<file path="src/rtl/issue_ls_pkg.sv">
// Shared definitions for the load/store issue unit: opcode encoding, widths
// and the controller state encoding.
package issue_ls_pkg;

  localparam logic LS_OP_LOAD  = 1'b1;
  localparam logic LS_OP_STORE = 1'b0;

  localparam int unsigned TAG_W  = 6;
  localparam int unsigned DATA_W = 32;

  typedef enum logic [1:0] {
    ST_IDLE = 2'd0,
    ST_REQ  = 2'd1,
    ST_WAIT = 2'd2,
    ST_CDB  = 2'd3
  } ls_state_e;

endpackage

</file>
<file path="src/rtl/issue_ls.sv">
// Load/store issue unit: accepts one memory instruction at a time, performs
// the data-memory access and broadcasts load results on the CDB.
module issue_ls
  import issue_ls_pkg::*;
#(
  parameter int unsigned MEM_TIMEOUT = 255
) (
  input  logic                clk,
  input  logic                reset,
  input  logic                issuels_opcode,
  input  logic [TAG_W-1:0]    issuels_rdtag,
  input  logic [DATA_W-1:0]   issuels_addr,
  input  logic [DATA_W-1:0]   issuels_data,
  input  logic                issuels_ready,
  output logic                issuels_done,
  output logic [DATA_W-1:0]   dmem_addr,
  output logic [DATA_W-1:0]   dmem_wdata,
  output logic                dmem_ren,
  output logic                dmem_wen,
  input  logic [DATA_W-1:0]   dmem_rdata,
  input  logic                dmem_ack,
  output logic                cdb_req,
  input  logic                cdb_grant,
  output logic [TAG_W-1:0]    cdbls_tag,
  output logic [DATA_W-1:0]   cdbls_data,
  output logic                cdbls_valid,
  output logic                ls_err
);

  localparam int unsigned CNT_W = $clog2(MEM_TIMEOUT + 1);
  localparam logic [CNT_W-1:0] CNT_LAST = CNT_W'(MEM_TIMEOUT - 1);

  ls_state_e           state_q, state_d;
  logic                op_q, op_d;
  logic [TAG_W-1:0]    tag_q, tag_d;
  logic [DATA_W-1:0]   addr_q, addr_d;
  logic [DATA_W-1:0]   wdata_q, wdata_d;
  logic [DATA_W-1:0]   res_q, res_d;
  logic [CNT_W-1:0]    cnt_q, cnt_d;
  logic                err_q, err_d;

  logic aligned;
  logic is_load;

  assign aligned = (addr_q[1:0] == 2'b00);
  assign is_load = (op_q == LS_OP_LOAD);

  always_ff @(posedge clk) begin
    if (reset) begin
      state_q <= ST_IDLE;
      op_q    <= '0;
      tag_q   <= '0;
      addr_q  <= '0;
      wdata_q <= '0;
      res_q   <= '0;
      cnt_q   <= '0;
      err_q   <= '0;
    end else begin
      state_q <= state_d;
      op_q    <= op_d;
      tag_q   <= tag_d;
      addr_q  <= addr_d;
      wdata_q <= wdata_d;
      res_q   <= res_d;
      cnt_q   <= cnt_d;
      err_q   <= err_d;
    end
  end

  always_comb begin
    state_d = state_q;
    op_d    = op_q;
    tag_d   = tag_q;
    addr_d  = addr_q;
    wdata_d = wdata_q;
    res_d   = res_q;
    cnt_d   = cnt_q;
    err_d   = err_q;

    unique case (state_q)
      ST_IDLE: begin
        if (issuels_ready) begin
          op_d    = issuels_opcode;
          tag_d   = issuels_rdtag;
          addr_d  = issuels_addr;
          wdata_d = issuels_data;
          state_d = ST_REQ;
        end
      end

      ST_REQ: begin
        if (aligned) begin
          cnt_d   = '0;
          state_d = ST_WAIT;
        end else begin
          err_d   = 1'b1;
          res_d   = '0;
          state_d = is_load ? ST_CDB : ST_IDLE;
        end
      end

      ST_WAIT: begin
        // An ack on the final allowed cycle still wins over the timeout.
        if (dmem_ack) begin
          if (is_load) res_d = dmem_rdata;
          state_d = is_load ? ST_CDB : ST_IDLE;
        end else if (cnt_q == CNT_LAST) begin
          err_d   = 1'b1;
          res_d   = '0;
          state_d = is_load ? ST_CDB : ST_IDLE;
        end else begin
          cnt_d = cnt_q + CNT_W'(1);
        end
      end

      ST_CDB: begin
        if (cdb_grant) state_d = ST_IDLE;
      end

      default: state_d = ST_IDLE;
    endcase
  end

  assign issuels_done = (state_q == ST_IDLE);
  assign dmem_ren     = (state_q == ST_REQ) && aligned && is_load;
  assign dmem_wen     = (state_q == ST_REQ) && aligned && !is_load;
  assign dmem_addr    = {addr_q[DATA_W-1:2], 2'b00};
  assign dmem_wdata   = wdata_q;
  assign cdb_req      = (state_q == ST_CDB);
  assign cdbls_valid  = (state_q == ST_CDB) && cdb_grant;
  assign cdbls_tag    = tag_q;
  assign cdbls_data   = res_q;
  assign ls_err       = err_q;

endmodule
</file>
<file path="config.mk">
export PLATFORM = sky130hd
export DESIGN_NAME = issue_ls
export DESIGN_NICKNAME = d
export VERILOG_FILES = /design/src/rtl/issue_ls_pkg.sv /design/src/rtl/issue_ls.sv
export SDC_FILE = /design/constraint.sdc
export NUM_CORES = 1
export LEC_CHECK = 0
export ABC_CLOCK_PERIOD_IN_PS = 1950
export CAP_MARGIN = 20
export CORE_AREA = 4 4 171 107
export CTS_BUF_LIST = sky130_fd_sc_hd__clkbuf_8
export DETAILED_ROUTE_END_ITERATION = 8
export DIE_AREA = 0 0 175 111
export GPL_ROUTABILITY_DRIVEN = 0
export PLACE_DENSITY = 0.56
export SLEW_MARGIN = 20
export SYNTH_ARGS = -nofsm -noshare
export SYNTH_HDL_FRONTEND = slang
export SYNTH_SLANG_ARGS = --single-unit
</file>
<file path="constraint.sdc">
create_clock -name clk -period 1.95 [get_ports clk]
set_input_delay 0.585 -clock clk [delete_from_list [all_inputs] [get_ports clk]]
set_output_delay 0.585 -clock clk [all_outputs]
set_load 0.05 [all_outputs]
</file>
==> flow_summary.html, run 1 <==
<table>
<tr><th>Metric</th><th>Value</th></tr>
<tr><th colspan="2">Yosys</th></tr>
<tr><td>Synth warn</td><td>0</td></tr>
<tr><td>Largest family of logic cells by synthesized area</td><td>compound AO/OA/AOI/OAI gates</td></tr>
<tr><td>Post-synthesis cell count</td><td>504</td></tr>
<tr><td>Leading cell type by number of instances after synthesis</td><td>sky130_fd_sc_hd__nand2_1</td></tr>
<tr><td>Simple-gate share of the synthesized area</td><td>0.178</td></tr>
<tr><td>Top post-synthesis cells by count</td><td>sky130_fd_sc_hd__nand2_1 (148), sky130_fd_sc_hd__dfxtp_1 (114), sky130_fd_sc_hd__a21oi_1 (83)</td></tr>
<tr><td>Parity-gate share of the synthesized area counting xor and xnor cells</td><td>0</td></tr>
<tr><td>Multiplexer share of the synthesized area</td><td>0</td></tr>
<tr><td>Cell types with the largest area share after synthesis</td><td>sky130_fd_sc_hd__dfxtp_1 (53%), sky130_fd_sc_hd__nand2_1 (13%), sky130_fd_sc_hd__a21oi_1 (9.7%), sky130_fd_sc_hd__a22o_1 (6.6%), sky130_fd_sc_hd__buf_4 (5.6%)</td></tr>
<tr><td>Top cell type's share of synthesized area</td><td>0.534</td></tr>
<tr><td>Syn avg cell area</td><td>8.48 um2</td></tr>
<tr><td>Async set or reset register ratio after synthesis</td><td>0</td></tr>
<tr><td>Complex-gate fraction of the synthesized area</td><td>0.190</td></tr>
<tr><td>Yosys reg bits</td><td>114</td></tr>
<tr><td>Number of enable flip-flop cells after synthesis</td><td>0</td></tr>
<tr><td>Netlist area before placement</td><td>4270 um2</td></tr>
<tr><td>Portion of the post-synthesis area used by sequential elements</td><td>0.534</td></tr>
<tr><td>Adder-Cell Fraction of Synth Area</td><td>0.00585</td></tr>
<tr><td>Prevailing post-synth register cell</td><td>sky130_fd_sc_hd__dfxtp_1</td></tr>
<tr><td>Unique masters post-synth</td><td>33</td></tr>
<tr><td>Cell type contributing the most total cell area after synthesis</td><td>sky130_fd_sc_hd__dfxtp_1</td></tr>
<tr><th colspan="2">Power</th></tr>
<tr><td>Post-layout power</td><td>0.00589 W</td></tr>
<tr><td>Seq pwr share</td><td>0.424</td></tr>
<tr><td>Static Leakage</td><td>2.78 nW</td></tr>
<tr><td>PD cells</td><td>863 nW/um2</td></tr>
<tr><td>Internal power summed over all cells</td><td>0.00408 W</td></tr>
<tr><td>Part of the power in combinational logic</td><td>0.194</td></tr>
<tr><td>Net switching power</td><td>0.00180 W</td></tr>
<tr><td>Peak VDD IR</td><td>0.000359 V</td></tr>
<tr><td>Clk network pwr share</td><td>0.382</td></tr>
<tr><td>Switching Fraction</td><td>0.307</td></tr>
<tr><th colspan="2">Detailed routing</th></tr>
<tr><td>Final antenna-violating net count</td><td>0</td></tr>
<tr><td>Detailed Route Iter0 Violations</td><td>165</td></tr>
<tr><td>Vias per cell</td><td>4.38</td></tr>
<tr><td>Routed vias</td><td>4120</td></tr>
<tr><td>Drt first pass iters</td><td>4</td></tr>
<tr><td>Average detailed-routed wire length per instance</td><td>13.8 um</td></tr>
<tr><td>Total wire length</td><td>13000 um</td></tr>
<tr><td>Post-detailed-route DRC marker count</td><td>0</td></tr>
<tr><th colspan="2">Timing</th></tr>
<tr><td>Total Neg Setup Slack</td><td>0 ns</td></tr>
<tr><td>Final hold slack</td><td>0.457 ns</td></tr>
<tr><td>Count of endpoints failing hold in the final timing report</td><td>0</td></tr>
<tr><td>Skew final</td><td>0.0169 ns</td></tr>
<tr><td>Number of setup violations in the final report</td><td>0</td></tr>
<tr><td>Final min period</td><td>1.88 ns</td></tr>
<tr><td>Max Transition Viols Final</td><td>0</td></tr>
<tr><td>Portion of the clock cycle consumed by the worst path in the final layout</td><td>0.966</td></tr>
<tr><td>Worst-case setup margin in the final layout</td><td>0.0655 ns</td></tr>
<tr><td>Peak clock frequency supported by timing</td><td>0.531 GHz</td></tr>
<tr><th colspan="2">Die</th></tr>
<tr><td>Row Count</td><td>37</td></tr>
<tr><td>Height of the die</td><td>111 um</td></tr>
<tr><td>I/O pin count</td><td>216</td></tr>
<tr><td>Core Area</td><td>16800 um2</td></tr>
<tr><td>Die boundary width</td><td>175 um</td></tr>
<tr><td>Die Footprint</td><td>19400 um2</td></tr>
<tr><td>Starting density of the core</td><td>0.255</td></tr>
<tr><th colspan="2">Critical path</th></tr>
<tr><td>Critical path class</td><td>register to output port</td></tr>
<tr><td>Crit path arrival time</td><td>1.30 ns</td></tr>
<tr><td>Worst Path Max Fanout</td><td>3</td></tr>
<tr><td>Setup crit end kind</td><td>output port</td></tr>
<tr><td>Req. time, crit path</td><td>1.36 ns</td></tr>
<tr><td>Startpoint Class</td><td>register</td></tr>
<tr><th colspan="2">Run</th></tr>
<tr><td>Maximum Capacitance Violations</td><td>0</td></tr>
<tr><th colspan="2">Placement</th></tr>
<tr><td>Post-detail-place hpwl</td><td>9350 um</td></tr>
<tr><td>Worst slack after detailed placement</td><td>-0.215 ns</td></tr>
<tr><td>Placed inst area</td><td>6340 um2</td></tr>
<tr><td>Number of port buffers</td><td>213</td></tr>
<tr><th colspan="2">Clocking</th></tr>
<tr><td>Buffers from clock root to sink, at most</td><td>2</td></tr>
<tr><td>Total number of clock tree sinks</td><td>114</td></tr>
<tr><td>Clock insertion delay at the later pin of the skew report</td><td>0.42 ns</td></tr>
<tr><td>Clock tree from TritonCTS</td><td>done</td></tr>
<tr><td>Number of levels the H-tree was split into</td><td>4</td></tr>
<tr><td>Post-CTS clock slew at the launch and capture registers of the worst setup and hold paths</td><td>0.07 ns</td></tr>
<tr><td>CTS root buffer</td><td>sky130_fd_sc_hd__clkbuf_8</td></tr>
<tr><td>Number of buffers created by CTS</td><td>17</td></tr>
<tr><th colspan="2">Global route</th></tr>
<tr><td>Pin count of the biggest net entering global routing</td><td>72</td></tr>
<tr><td>Number of global-route vias before repair</td><td>4167</td></tr>
<tr><td>First-pass GRT wire length</td><td>20900 um</td></tr>
<tr><td>Grt ovf</td><td>0</td></tr>
<tr><td>Overall track demand over capacity in global routing</td><td>0.129</td></tr>
<tr><td>Antenna violations before repair</td><td>0</td></tr>
<tr><th colspan="2">Final layout</th></tr>
<tr><td>Area growth from synthesis to layout</td><td>59.5%</td></tr>
<tr><td>Total number of nets in the final design</td><td>803</td></tr>
<tr><td>Final Instance Area</td><td>6820 um2</td></tr>
<tr><td>Number of fill cells</td><td>1675</td></tr>
<tr><td>Fraction of layout instances using a drive strength above 1</td><td>0.248</td></tr>
<tr><td>Final antenna diode count</td><td>0</td></tr>
<tr><th colspan="2">Hold path</th></tr>
<tr><td>Path class of the lowest-slack min-delay path</td><td>register to register</td></tr>
<tr><th colspan="2">Run status</th></tr>
<tr><td>Status</td><td>complete, no violations</td></tr>
</table>
## cell families after synthesis
group,after synthesis
and+or+nand+nor,185
AOI/OAI and AO/OA,133
DFF,114
buffers and inverters,69
adders and majority gates,2
other,1
## per-stage QoR
stage | util | instances
CTS | 0.405 | 939
detailed placement | 0.378 | 905
global route | 0.407 | 940
global placement | 0.378 | 905
finish | 0.407 | 940
floorplan | - | 505
## final timing paths
| check | startpoint | endpoint | slack (ns) | depth (start not counted) |
|---|---|---|---|---|
| setup / recovery | state_q[1] | dmem_wen | 0.07 | 4 |
| hold / removal | addr_q[23] | addr_q[23] | 0.46 | 2 |
| setup reg to reg | state_q[1] | ls_err | 0.36 | 5 |
| hold reg to reg | addr_q[23] | addr_q[23] | 0.46 | 2 |
## cell type report
class / instances / area, um2 / share of cell area
inverters: 4 / 15.0 / 0.00220
clock buffers: 18 / 248 / 0.0363
multi-input cells: 322 / 1670 / 0.245
well taps: 234 / 293 / 0.0430
clock inverters: 14 / 156 / 0.0229
flip-flops and latches: 114 / 2290 / 0.335
repair buffers: 234 / 2150 / 0.315
## power by group through the flow
stage	Combinational [W]	Clock [W]	Sequential, W
after floorplan	0.000495	0	0.00272
after global placement	0.00112	0	0.00254
after detailed placement	0.00113	0	0.00254
after CTS	0.00115	0.00237	0.00249
after global routing	0.00122	0.00246	0.00251
final	0.00114	0.00225	0.00249
## metal layers
layer  track usage  vias up  part of all wire
met5             0        -                 0
met4        0.0350        0            0.0079
met3        0.0600       11             0.095
met2         0.204      157              0.45
met1         0.159     1904              0.45
li1              -     2048                 -
## state kept, by name (all words and copies together) (netlist names)
register,flops
cnt_q,8
ls_err,1
cdbls_tag,6
is_load,1
cdbls_data,32
dmem_wdata,32
state_q,2
addr_q,32
## cell usage in the layout (no fill, tap or decap), types with 2 or more instances in the layout
master	n
sky130_fd_sc_hd__nand2b_1	2
sky130_fd_sc_hd__nand2b_4	2
sky130_fd_sc_hd__clkbuf_8	18
sky130_fd_sc_hd__ha_1	2
sky130_fd_sc_hd__and2_1	2
sky130_fd_sc_hd__nand2_1	147
sky130_fd_sc_hd__a22o_1	32
sky130_fd_sc_hd__conb_1	2
sky130_fd_sc_hd__dfxtp_1	111
sky130_fd_sc_hd__inv_1	4
sky130_fd_sc_hd__clkinv_2	2
sky130_fd_sc_hd__nor2_4	4
sky130_fd_sc_hd__buf_12	10
sky130_fd_sc_hd__o22ai_1	2
sky130_fd_sc_hd__buf_4	116
sky130_fd_sc_hd__nor3_1	3
sky130_fd_sc_hd__clkinvlp_4	3
sky130_fd_sc_hd__o21a_1	2
sky130_fd_sc_hd__dfxtp_2	3
sky130_fd_sc_hd__nor3_2	2
sky130_fd_sc_hd__o21ai_0	7
sky130_fd_sc_hd__clkdlybuf4s50_1	105
sky130_fd_sc_hd__nand3_1	10
sky130_fd_sc_hd__nor2_1	3
sky130_fd_sc_hd__inv_6	2
sky130_fd_sc_hd__a21oi_1	82
sky130_fd_sc_hd__bufinv_16	2
sky130_fd_sc_hd__clkinv_4	4
## timing repair
action                                  in CTS  in global routing
hold endpoints to repair                     0                  0
setup buffers                                2                  1
pin swaps                                    1                  1
gates cloned                                 0                  0
gates resized for setup                     11                  5
hold buffers                                 0                  0
endpoints found under the setup margin       3                  5
## critical path: stages, from the launching register on
cell	delay [ns]
sky130_fd_sc_hd__dfxtp_2	0.32
sky130_fd_sc_hd__nand2b_4	0.13
sky130_fd_sc_hd__nand2b_4	0.17
sky130_fd_sc_hd__nor2_4	0.12
sky130_fd_sc_hd__buf_12	0.14
No activity file was read; power rests on OpenSTA's default activity.
==> inputs of run 2 (changes only) <==
- HOLD_SLACK_MARGIN: unset -> 0.12
==> results of run 2 <==
Final layout, timing and power as in run 1 (identical DEF).
==> inputs of run 3 (changes only) <==
--- a/config.mk
+++ b/config.mk
@@ -8,3 +8,2 @@
 export ABC_CLOCK_PERIOD_IN_PS = 1950
-export CAP_MARGIN = 20
 export CORE_AREA = 4 4 171 107
@@ -15,3 +14,3 @@
 export HOLD_SLACK_MARGIN = 0.12
-export PLACE_DENSITY = 0.56
+export PLACE_DENSITY_LB_ADDON = 0.08
 export SLEW_MARGIN = 20
--- a/constraint.sdc
+++ b/constraint.sdc
@@ -3,2 +3,2 @@
 set_output_delay 0.585 -clock clk [all_outputs]
-set_load 0.05 [all_outputs]
+set_load 0.005 [all_outputs]
==> flow_summary.html, run 3 (synthesized netlist as in run 1, its figures left out) <==
<table>
<tr><th>Metric</th><th>Value</th></tr>
<tr><th colspan="2">Global route</th></tr>
<tr><td>Number of global-route vias before repair</td><td>4128 (was 4167)</td></tr>
<tr><td>Met2 Use GR</td><td>0.193 (was 0.204)</td></tr>
<tr><td>Overall track demand over capacity in global routing</td><td>0.136 (was 0.129)</td></tr>
<tr><td>First-pass GRT wire length</td><td>21500 um (was 20900 um)</td></tr>
<tr><td>Antenna violations before repair</td><td>0 (unchanged)</td></tr>
<tr><td>Busiest layer in global routing</td><td>met2 (unchanged)</td></tr>
<tr><td>GR Util met1</td><td>0.184 (was 0.159)</td></tr>
<tr><td>Pin count of the biggest net entering global routing</td><td>51 (was 72)</td></tr>
<tr><td>Grt ovf</td><td>0 (unchanged)</td></tr>
<tr><td>GR met3 Demand/Resource</td><td>0.0658 (was 0.0600)</td></tr>
<tr><th colspan="2">Critical path</th></tr>
<tr><td>Crit path arrival time</td><td>1.28 ns (was 1.30 ns)</td></tr>
<tr><td>Worst-path cell chain</td><td>clkdlybuf4s50_1 (was nand2b_4 &gt; nand2b_4 &gt; nor2_4 &gt; buf_12)</td></tr>
<tr><td>Worst Path Buf+Inv</td><td>1 (unchanged)</td></tr>
<tr><td>Critical path class</td><td>register to output port (unchanged)</td></tr>
<tr><td>Kind of cell adding the most delay to the critical path</td><td>buffers and inverters (was simple AND/OR/NAND/NOR gates)</td></tr>
<tr><td>Worst path max stage delay</td><td>0.54 ns (was 0.32 ns)</td></tr>
<tr><td>Worst Path Max Fanout</td><td>2 (was 3)</td></tr>
<tr><td>Req. time, crit path</td><td>1.36 ns (about the same)</td></tr>
<tr><td>Cell at the slowest stage of the critical path</td><td>sky130_fd_sc_hd__clkdlybuf4s50_1 (was sky130_fd_sc_hd__dfxtp_2)</td></tr>
<tr><td>Startpoint Class</td><td>register (unchanged)</td></tr>
<tr><td>Worst setup path startpoint</td><td>addr_q[4] (was state_q[1])</td></tr>
<tr><td>Setup crit end kind</td><td>output port (unchanged)</td></tr>
<tr><td>R2r startpoint</td><td>state_q[0] (was state_q[1])</td></tr>
<tr><th colspan="2">Die</th></tr>
<tr><td>Row Count</td><td>37 (unchanged)</td></tr>
<tr><td>Die boundary width</td><td>175 um (unchanged)</td></tr>
<tr><td>Starting density of the core</td><td>0.255 (unchanged)</td></tr>
<tr><td>Core Area</td><td>16800 um2 (unchanged)</td></tr>
<tr><td>Die Footprint</td><td>19400 um2 (unchanged)</td></tr>
<tr><td>I/O pin count</td><td>216 (unchanged)</td></tr>
<tr><td>Height of the die</td><td>111 um (unchanged)</td></tr>
<tr><th colspan="2">Clocking</th></tr>
<tr><td>Clock tree from TritonCTS</td><td>done (unchanged)</td></tr>
<tr><td>Clock insertion delay at the later pin of the skew report</td><td>0.41 ns (was 0.42 ns)</td></tr>
<tr><td>Buffers from clock root to sink, at most</td><td>2 (unchanged)</td></tr>
<tr><td>Post-CTS clock slew at the launch and capture registers of the worst setup and hold paths</td><td>0.06 ns (was 0.07 ns)</td></tr>
<tr><td>Number of buffers created by CTS</td><td>17 (unchanged)</td></tr>
<tr><td>CTS root buffer</td><td>sky130_fd_sc_hd__clkbuf_8 (unchanged)</td></tr>
<tr><td>Number of levels the H-tree was split into</td><td>4 (unchanged)</td></tr>
<tr><td>Total number of clock tree sinks</td><td>114 (unchanged)</td></tr>
<tr><th colspan="2">Final layout</th></tr>
<tr><td>Final antenna diode count</td><td>0 (unchanged)</td></tr>
<tr><td>Commonest cells after routing, fill and taps aside</td><td>sky130_fd_sc_hd__clkdlybuf4s50_1 (196), sky130_fd_sc_hd__nand2_1 (147), sky130_fd_sc_hd__dfxtp_1 (111), sky130_fd_sc_hd__a21oi_1 (82), sky130_fd_sc_hd__a22o_1 (32) (was sky130_fd_sc_hd__nand2_1 (147), sky130_fd_sc_hd__buf_4 (116), sky130_fd_sc_hd__dfxtp_1 (111), sky130_fd_sc_hd__clkdlybuf4s50_1 (105), sky130_fd_sc_hd__a21oi_1 (82))</td></tr>
<tr><td>Final Instance Area</td><td>7060 um2 (was 6820 um2)</td></tr>
<tr><td>Most common cell after layout, fill and taps aside</td><td>sky130_fd_sc_hd__clkdlybuf4s50_1 (was sky130_fd_sc_hd__nand2_1)</td></tr>
<tr><td>Fraction of layout instances using a drive strength above 1</td><td>0.100 (was 0.248)</td></tr>
<tr><td>Total number of nets in the final design</td><td>807 (was 803)</td></tr>
<tr><td>Area growth from synthesis to layout</td><td>65.2% (was 59.5%)</td></tr>
<tr><th colspan="2">Power</th></tr>
<tr><td>Post-layout power</td><td>0.00568 W (was 0.00589 W)</td></tr>
<tr><td>Part of the power in combinational logic</td><td>0.145 (was 0.194)</td></tr>
<tr><td>Seq pwr share</td><td>0.437 (was 0.424)</td></tr>
<tr><td>Peak VDD IR</td><td>0.000346 V (was 0.000359 V)</td></tr>
<tr><td>PD cells</td><td>805 nW/um2 (was 863 nW/um2)</td></tr>
<tr><td>Internal power summed over all cells</td><td>0.00436 W (was 0.00408 W)</td></tr>
<tr><td>Switching Fraction</td><td>0.233 (was 0.307)</td></tr>
<tr><td>Static Leakage</td><td>2.79 nW (was 2.78 nW)</td></tr>
<tr><td>Clk network pwr share</td><td>0.418 (was 0.382)</td></tr>
<tr><td>Net switching power</td><td>0.00133 W (was 0.00180 W)</td></tr>
<tr><th colspan="2">Detailed routing</th></tr>
<tr><td>Post-detailed-route DRC marker count</td><td>0 (unchanged)</td></tr>
<tr><td>Routed vias</td><td>4043 (was 4120)</td></tr>
<tr><td>Detailed Route Iter0 Violations</td><td>210 (was 165)</td></tr>
<tr><td>Final antenna-violating net count</td><td>0 (unchanged)</td></tr>
<tr><td>Drt first pass iters</td><td>4 (unchanged)</td></tr>
<tr><td>Vias per cell</td><td>4.29 (was 4.38)</td></tr>
<tr><td>Total wire length</td><td>13200 um (was 13000 um)</td></tr>
<tr><td>Average detailed-routed wire length per instance</td><td>14.1 um (was 13.8 um)</td></tr>
<tr><th colspan="2">Timing</th></tr>
<tr><td>Max Transition Viols Final</td><td>0 (unchanged)</td></tr>
<tr><td>Skew final</td><td>0.0115 ns (was 0.0169 ns)</td></tr>
<tr><td>Peak clock frequency supported by timing</td><td>0.536 GHz (was 0.531 GHz)</td></tr>
<tr><td>Worst-case setup margin in the final layout</td><td>0.0848 ns (was 0.0655 ns)</td></tr>
<tr><td>Count of endpoints failing hold in the final timing report</td><td>0 (unchanged)</td></tr>
<tr><td>Setup repair after global routing missed its margin</td><td>no</td></tr>
<tr><td>Portion of the clock cycle consumed by the worst path in the final layout</td><td>0.957 (was 0.966)</td></tr>
<tr><td>Final min period</td><td>1.87 ns (was 1.88 ns)</td></tr>
<tr><td>Number of setup violations in the final report</td><td>0 (unchanged)</td></tr>
<tr><th colspan="2">Hold path</th></tr>
<tr><td>Worst hold path startpoint</td><td>dmem_wdata[6] (was addr_q[23])</td></tr>
<tr><td>Path class of the lowest-slack min-delay path</td><td>register to register (unchanged)</td></tr>
<tr><th colspan="2">Placement</th></tr>
<tr><td>Number of port buffers</td><td>213 (unchanged)</td></tr>
<tr><td>Post-detail-place hpwl</td><td>9210 um (was 9350 um)</td></tr>
<tr><td>Worst slack after detailed placement</td><td>-0.373 ns (was -0.215 ns)</td></tr>
<tr><td>Placed inst area</td><td>6570 um2 (was 6340 um2)</td></tr>
<tr><th colspan="2">Run status</th></tr>
<tr><td>Status</td><td>complete, no violations (unchanged)</td></tr>
<tr><th colspan="2">Run</th></tr>
<tr><td>Maximum Capacitance Violations</td><td>0 (unchanged)</td></tr>
</table>
run 3: worst paths after layout:
check             slack, ns       endpoint  depth (start not counted)
hold reg to reg        0.45  dmem_wdata[6]                          2
hold / removal         0.45  dmem_wdata[6]                          2
setup reg to reg       0.09       cnt_q[7]                          6
setup / recovery       0.08   dmem_addr[4]                          1
run 3: layout make-up:
type / count / area (um2)
Multi-Input combinational cell: 322 / 1640
Sequential cell: 114 / 2290
Tap cell: 234 / 293
Inverter: 4 / 15.0
Clock buffer: 19 / 262
Fill cell: 1664 / 9700
Clock inverter: 11 / 163
Timing Repair Buffer: 238 / 2400
run 3: what timing repair did:
action                                  4_1_cts  5_1_grt
resized for setup                            22       15
endpoints found under the setup margin        5       13
setup buffers                                 4        0
hold buffers                                  0        0
run 3: power groups by stage:
stage / combinational, W / sequential (W) / clock [W]
4_1_cts: 0.000838 / 0.00249 / 0.00249
6_report: 0.000823 / 0.00249 / 0.00237
3_5_place_dp: 0.000823 / 0.00254 / 0
3_3_place_gp: 0.000818 / 0.00253 / 0
5_1_grt: 0.000903 / 0.00250 / 0.00259
2_1_floorplan: 0.000322 / 0.00254 / 0
run 3: routing by layer:
| layer | wire [um] | part of all wire |
|---|---|---|
| met1 | 6580 | 0.50 |
| met2 | 5340 | 0.40 |
| met3 | 1210 | 0.091 |
| met4 | 112 | 0.0085 |
| met5 | 0 | 0 |
run 3: through the flow:
| step | std cells | utilization | TNS [ns] | hold slack (ns) |
|---|---|---|---|---|
| after floorplan | 505 | - | 0 | 0.436 |
| after global placement | 909 | 0.392 | -3.85 | 0.440 |
| after detailed placement | 909 | 0.392 | -5.60 | 0.446 |
| after CTS | 943 | 0.420 | -0.0802 | 0.456 |
| after global routing | 942 | 0.421 | 0 | 0.475 |
| final | 942 | 0.421 | 0 | 0.451 |
